<file path="src/rtl/seq_gen_0110_tx.sv">
// seq_gen_0110_tx: serial pattern transmitter feeding a 0110 sequence detector.
// Latches a PAT_W-bit pattern and a repeat count, then shifts the pattern out
// MSB first, one bit per falling edge of KEY[3], (count+1) times.
// Optional build macro: SEQ_GEN_GAP_EN. When defined, one IDLE_LVL gap bit is
// inserted between consecutive frames. When undefined, frames go back-to-back
// and the GAP state does not exist.
// LEDR = {rem, done, busy, valid, serial}. All outputs are registered.
module seq_gen_0110_tx #(
  parameter int unsigned PAT_W    = 4,
  parameter int unsigned CNT_W    = 4,
  parameter logic        IDLE_LVL = 1'b1
) (
  input  logic [3:3]       KEY,
  input  logic [17:0]      SW,
  output logic [CNT_W+3:0] LEDR
);

  localparam int unsigned IDX_W = (PAT_W > 1) ? $clog2(PAT_W) : 1;
  localparam logic [IDX_W-1:0] IDX_MAX = IDX_W'(PAT_W - 1);

  typedef enum logic [2:0] {
    S_IDLE  = 3'd0,
    S_SHIFT = 3'd1,
`ifdef SEQ_GEN_GAP_EN
    S_GAP   = 3'd2,
`endif
    S_DONE  = 3'd3,
    S_WAIT  = 3'd4
  } state_t;

  // Board wiring: push-button clock (falling edge), reset switch, start switch.
  logic             w_clk;
  logic             w_rst_n;
  logic             w_start;
  logic [PAT_W-1:0] w_sw_pat;
  logic [CNT_W-1:0] w_sw_cnt;
  logic             w_unused_sw;

  assign w_clk       = KEY[3];
  assign w_rst_n     = SW[1];
  assign w_start     = SW[0];
  assign w_sw_pat    = SW[17 -: PAT_W];
  assign w_sw_cnt    = SW[13 -: CNT_W];
  // Switches SW[9:2] have no function in this block.
  assign w_unused_sw = ^SW;

  state_t           r_state, w_state_nx;
  logic [PAT_W-1:0] r_pat,   w_pat_nx;
  logic [IDX_W-1:0] r_idx,   w_idx_nx;
  logic [CNT_W-1:0] r_rem,   w_rem_nx;
  logic             r_sdo,   w_sdo_nx;
  logic             r_vld,   w_vld_nx;
  logic             r_busy,  w_busy_nx;
  logic             r_done,  w_done_nx;

  // Next-state logic; outputs are derived from the next state so that each
  // registered output matches the state entered on the same edge.
  always_comb begin
    w_state_nx = r_state;
    w_pat_nx   = r_pat;
    w_idx_nx   = r_idx;
    w_rem_nx   = r_rem;
    case (r_state)
      S_IDLE: begin
        if (w_start) begin
          w_pat_nx   = w_sw_pat;
          w_rem_nx   = w_sw_cnt;
          w_idx_nx   = IDX_MAX;
          w_state_nx = S_SHIFT;
        end
      end
      S_SHIFT: begin
        if (r_idx != '0) begin
          w_idx_nx = r_idx - IDX_W'(1);
        end else if (r_rem != '0) begin
          // Another frame follows; rem never goes below zero.
          w_rem_nx = r_rem - CNT_W'(1);
          w_idx_nx = IDX_MAX;
`ifdef SEQ_GEN_GAP_EN
          w_state_nx = S_GAP;
`else
          w_state_nx = S_SHIFT;
`endif
        end else begin
          w_state_nx = S_DONE;
        end
      end
`ifdef SEQ_GEN_GAP_EN
      S_GAP:   w_state_nx = S_SHIFT;
`endif
      S_DONE:  w_state_nx = S_WAIT;
      // Start must be released before another transfer can begin.
      S_WAIT:  if (!w_start) w_state_nx = S_IDLE;
      default: w_state_nx = S_IDLE;
    endcase
  end

  // Output decode from the state about to be entered.
  always_comb begin
    w_sdo_nx  = IDLE_LVL;
    w_vld_nx  = 1'b0;
    w_busy_nx = (w_state_nx != S_IDLE);
    w_done_nx = (w_state_nx == S_DONE);
    if (w_state_nx == S_SHIFT) begin
      w_sdo_nx = w_pat_nx[w_idx_nx];
      w_vld_nx = 1'b1;
    end
  end

  // State and output registers; reset is immediate, even mid-frame.
  always_ff @(negedge w_clk or negedge w_rst_n) begin
    if (!w_rst_n) begin
      r_state <= S_IDLE;
      r_pat   <= '0;
      r_idx   <= '0;
      r_rem   <= '0;
      r_sdo   <= IDLE_LVL;
      r_vld   <= 1'b0;
      r_busy  <= 1'b0;
      r_done  <= 1'b0;
    end else begin
      r_state <= w_state_nx;
      r_pat   <= w_pat_nx;
      r_idx   <= w_idx_nx;
      r_rem   <= w_rem_nx;
      r_sdo   <= w_sdo_nx;
      r_vld   <= w_vld_nx;
      r_busy  <= w_busy_nx;
      r_done  <= w_done_nx;
    end
  end

  assign LEDR = {r_rem, r_done, r_busy, r_vld, r_sdo};

endmodule

</file>
<file path="config.mk">
export PLATFORM = sky130hd
export DESIGN_NAME = seq_gen_0110_tx
export DESIGN_NICKNAME = d
export VERILOG_FILES = /design/src/rtl/seq_gen_0110_tx.sv
export SDC_FILE = /design/constraint.sdc
export NUM_CORES = 1
export LEC_CHECK = 0
export ABC_CLOCK_PERIOD_IN_PS = 5800
export BUFFER_PORTS_ARGS = -buffer_cell sky130_fd_sc_hd__buf_4
export CORE_MARGIN = 2
export CORE_UTILIZATION = 45
export DETAILED_ROUTE_END_ITERATION = 8
export PLACE_DENSITY_LB_ADDON = 0.15
export RECOVER_POWER = 100
export SETUP_SLACK_MARGIN = 0.05
export SYNTH_ARGS = -nofsm -noshare
export SYNTH_HDL_FRONTEND = slang
export SYNTH_SLANG_ARGS = --single-unit
</file>
<file path="constraint.sdc">
create_clock -name KEY -period 5.8 [get_ports KEY]
set_clock_uncertainty 0.15 [all_clocks]
set_input_delay 0.58 -clock KEY [delete_from_list [all_inputs] [get_ports KEY]]
set_output_delay 0.58 -clock KEY [all_outputs]
set_load 0.005 [all_outputs]
</file>
After elaboration in Yosys (flattened, before gate mapping)
Index checks and enable logic that the tools add are counted.
{"block": "word_totals", "in_bits": 19, "reg_bits": 17, "wordCells": 44}
{"block": "classes", "addsub": 2, "magnitude_cmp": 1, "reduce_logical": 6, "muxes": 19, "eq_ne": 8}
{"cell": "$mux W4", "n": 5}
{"cell": "$pmux W3 S4", "n": 1}
{"cell": "$mux W3", "n": 3}
{"cell": "$mux W2", "n": 4}
{"cell": "$pmux W4 S2", "n": 1}
{"cell": "$eq A3 B1 Y1 const B", "n": 2}
{"cell": "$eq A3 B2 Y1 const B", "n": 2}
{"cell": "$ne A2 B2 Y1 const B", "n": 3}
{"cell": "$pmux W2 S2", "n": 1}
{"cell": "$reduce_and A4 Y1", "n": 1}
{"cell": "$reduce_bool A2 Y1", "n": 2}
{"cell": "$reduce_bool A4 Y1", "n": 1}
{"cell": "$sub A4 B1 Y4 const B", "n": 1}
{"cell": "$eq A3 B3 Y1 const B", "n": 1}
{"cell": "$logic_not A3 Y1", "n": 1}
{"cell": "$lt A2 B3 Y1 const B", "n": 1}
{"cell": "$mux W1", "n": 3}
{"cell": "$reduce_bool A3 Y1", "n": 1}
{"cell": "$bmux W1 S2", "n": 1}
{"cell": "$sub A2 B1 Y2 const B", "n": 1}

Depth between registers and ports, before layout
{"block": "logic_depth", "word_depth": 7, "depth_mapped": 7, "mapped_depth_nobuf": 7}

==> impl_metrics.csv <==
group,metric,value,unit
worst_setup_path,r2r_setup_slack,3.40,ns
cts,clock_latency,0.29,ns
sta,slew_violations,0,
worst_setup_path,startpoint,"SW[0]",
cts,cts_setup_buffers,0,
die,die-area,0.00264,mm^2
cells_and_area,seq_area,427,um^2
synthesis,syn_area_per_cell,9.89,um^2
drt,ant_nets,0,
worst_hold_path,hp-start,"r_pat[2]$_DFF_NN0_",
cells_and_area,fillers,218,
synthesis,async_reset_ff_share,100,%
global_routing,grt_overflow_total,0,
die,initial_core_util,46.5,%
die,io_pins,27,
cts,clockBufferDepth,2,
cts,clk_pin_slew_worst_paths,0.07,ns
synthesis,yosys_warnings,0,
worst_setup_path,end_kind,"register",
cts,root_buffer,"clkbuf_4",
sta,worst_slew_pin_slew,0.942,ns
drt,drt_iter0_drc,15,
cts,cts.sinks,17,
worst_setup_path,crit_chain,"clkbuf_1, nand2b_1, a21oi_1, o21ai_0, a22o_1",
global_routing,antenna_found_initial,0,
place,port_buffers,18,
worst_setup_path,cp-start-kind,"input port",
power,powerDensity,558,mW/mm^2
synthesis,netlist_area,0.00101,mm^2
place,dpl.hpwl,1380,um
cells_and_area,final_nets,138,
synthesis,netlist_instances,102,
worst_setup_path,path_class,"in -> reg",
drt,drc,0,
cts,cts_hold_buffers,0,
cells_and_area,diodes,0,
job,drv_cap,0,
drt,vias,815,
drt,dr.pass1.iters,4,
global_routing,grt_pass1_wl,3370,um
cts,ctsHtreeMaxLevel,1,
sta,hold_ws,0.335,ns
die,die_h,51.3,um
synthesis,synth_edf_count,0,
worst_hold_path,holdCritPathClass,"reg -> reg",
cells_and_area,multi_input_area,483,um^2
synthesis,yosysSeqAreaShare,42.3,%
sta,setup_violations,0,
global_routing,grt_usage,17.2,%
place,routabilityCongestion,0.791,
global_routing,grt_start_max_net_pins,18,
drt,vias_per_cell,5.66,
worst_setup_path,cp_top_family,"compound AO/OA/AOI/OAI gates",
sta,finalHoldViolations,0,
power,vdd_drop_max,0.000257,V
cts,tritoncts,"done",
synthesis,synth-seq-cells,17,
worst_setup_path,critPathBufInv,1,
synthesis,synth_ff_type,"dfrtn_1",
power,power_leakage,0.000474,uW
cells_and_area,area_delta_synth_final,10.8,%
cts,numCtsBuffers,3,
drt,wirelength,1930,um
die,dieWidth,51.3,um
worst_setup_path,crit_path_max_incr_delay,0.55,ns
die,core_area,0.00217,mm^2
cells_and_area,layout-drive-gt1-share,24.1,%
run_status,status,"finished, final reports clean",
sta,slew_headroom,37.2,%
sta,fin_tns_setup,0,ns
die,rows,17,
global_routing,grt_pass1_vias,754,
worst_setup_path,rr_startpoint,"r_rem[0]$_DFFE_NN0P_",
worst_setup_path,critPathSlowestCell,"a21oi_1",
sta,grt_setup_unrepaired,"no",
synthesis,synth_cell_type_count,43,
worst_setup_path,crit_required,2.89,ns
worst_setup_path,critPathMaxFanout,10,
drt,routedWlPerCell,13.4,um
synthesis,synthesis.nets,123,
cts,post_cts_resized,0,
worst_setup_path,arrival,2.00,ns
routing by layer:
layer / up-vias / global-route usage, % / part of all wire [%]
li1: 395 / - / -
met1: 402 / 23.5 / 47
met2: 16 / 25.5 / 48
met3: 2 / 2.63 / 3.6
met4: 0 / 10.5 / 1.3
met5: - / 0 / 0
final timing paths:
check	end	cells after the start
max reg2reg	r_rem[2]$_DFFE_NN0P_	7
min in group asynchronous	r_rem[1]$_DFFE_NN0P_	1
max	r_rem[2]$_DFFE_NN0P_	5
min reg2reg	r_pat[2]$_DFF_NN0_	1
max in group asynchronous	r_state[2]$_DFF_NN0_	1
min	r_pat[2]$_DFF_NN0_	1
registers in the layout, summed over array words and instances (netlist names):
| register | cells |
|---|---|
| r_busy | 1 |
| r_done | 1 |
| r_idx | 2 |
| r_pat | 4 |
| r_rem | 4 |
| r_sdo | 1 |
| r_state | 3 |
| r_vld | 1 |
logic make-up after synthesis:
logic type	count (synthesis)	share of synthesized area (%)
adders and majority gates	2	2.48
and+or+nand+nor	41	24.7
DFF	17	42.3
buffers and inverters	13	7.82
muxes	3	3.35
AOI/OAI and AO/OA	26	19.4
Yosys cell counts (3+ instances only):
library cell / n / area, um^2
o21ai_0: 4 / 20.0
inv_1: 5 / 18.8
nand2_1: 10 / 37.5
nand3_1: 4 / 20.0
o21ai_1: 3 / 15.0
buf_4: 4 / 30.0
nor2_1: 7 / 26.3
nand2b_1: 4 / 25.0
dfrtn_1: 16 / 400
mux2_2: 3 / 33.8
layout by cell type (no fill, tap or decap), types with 2 or more instances in the layout:
cell type,instances
nor4_1,2
nor2b_1,2
mux2_2,3
clkbuf_1,2
nand3_1,4
o22a_1,2
ha_1,2
dfrtn_1,16
a21oi_1,2
nand2b_1,5
a31oi_1,2
clkbuf_4,11
nor2_1,7
o22ai_1,2
o21ai_0,7
nand2_1,10
a22o_1,2
buf_4,8
o211ai_1,2
inv_1,6
stage by stage:
stage,instances,setup slack [ns],area [um^2],total power (uW),util (%)
5_1_grt,144,0.724,1120,680,51.5
2_1_floorplan,102,1.30,1010,512,-
3_5_place_dp,140,1.04,1120,583,51.6
4_1_cts,144,1.18,1140,648,52.8
6_report,144,0.882,1120,624,51.5
3_3_place_gp,140,1.05,1120,578,51.6
power breakdown:
part / switching (uW) / total (uW) / internal [uW]
Combinational: 156 / 317 / 161
Clock: 37.2 / 63.1 / 25.8
Sequential: 66.4 / 244 / 177
Total: 260 / 624 / 364
final cells by class:
class / instances / share of cell area, %
multi-input combinational: 72 / 43.2
sequential: 17 / 38.2
timing repair buffer: 18 / 11.4
tap: 28 / 3.14
clock buffer: 3 / 2.02
inverter: 4 / 1.34
clock inverter: 2 / 0.672
worst register-to-register path, stage by stage, from the launching register on:
cell,delay [ns]
dfrtn_1,0.45
inv_1,0.11
ha_1,0.22
or3b_4,0.26
nand3_2,0.07
a21oi_1,0.55
o21ai_0,0.18
a22o_1,0.27
Note: power is estimated with default switching activity, not from simulation.
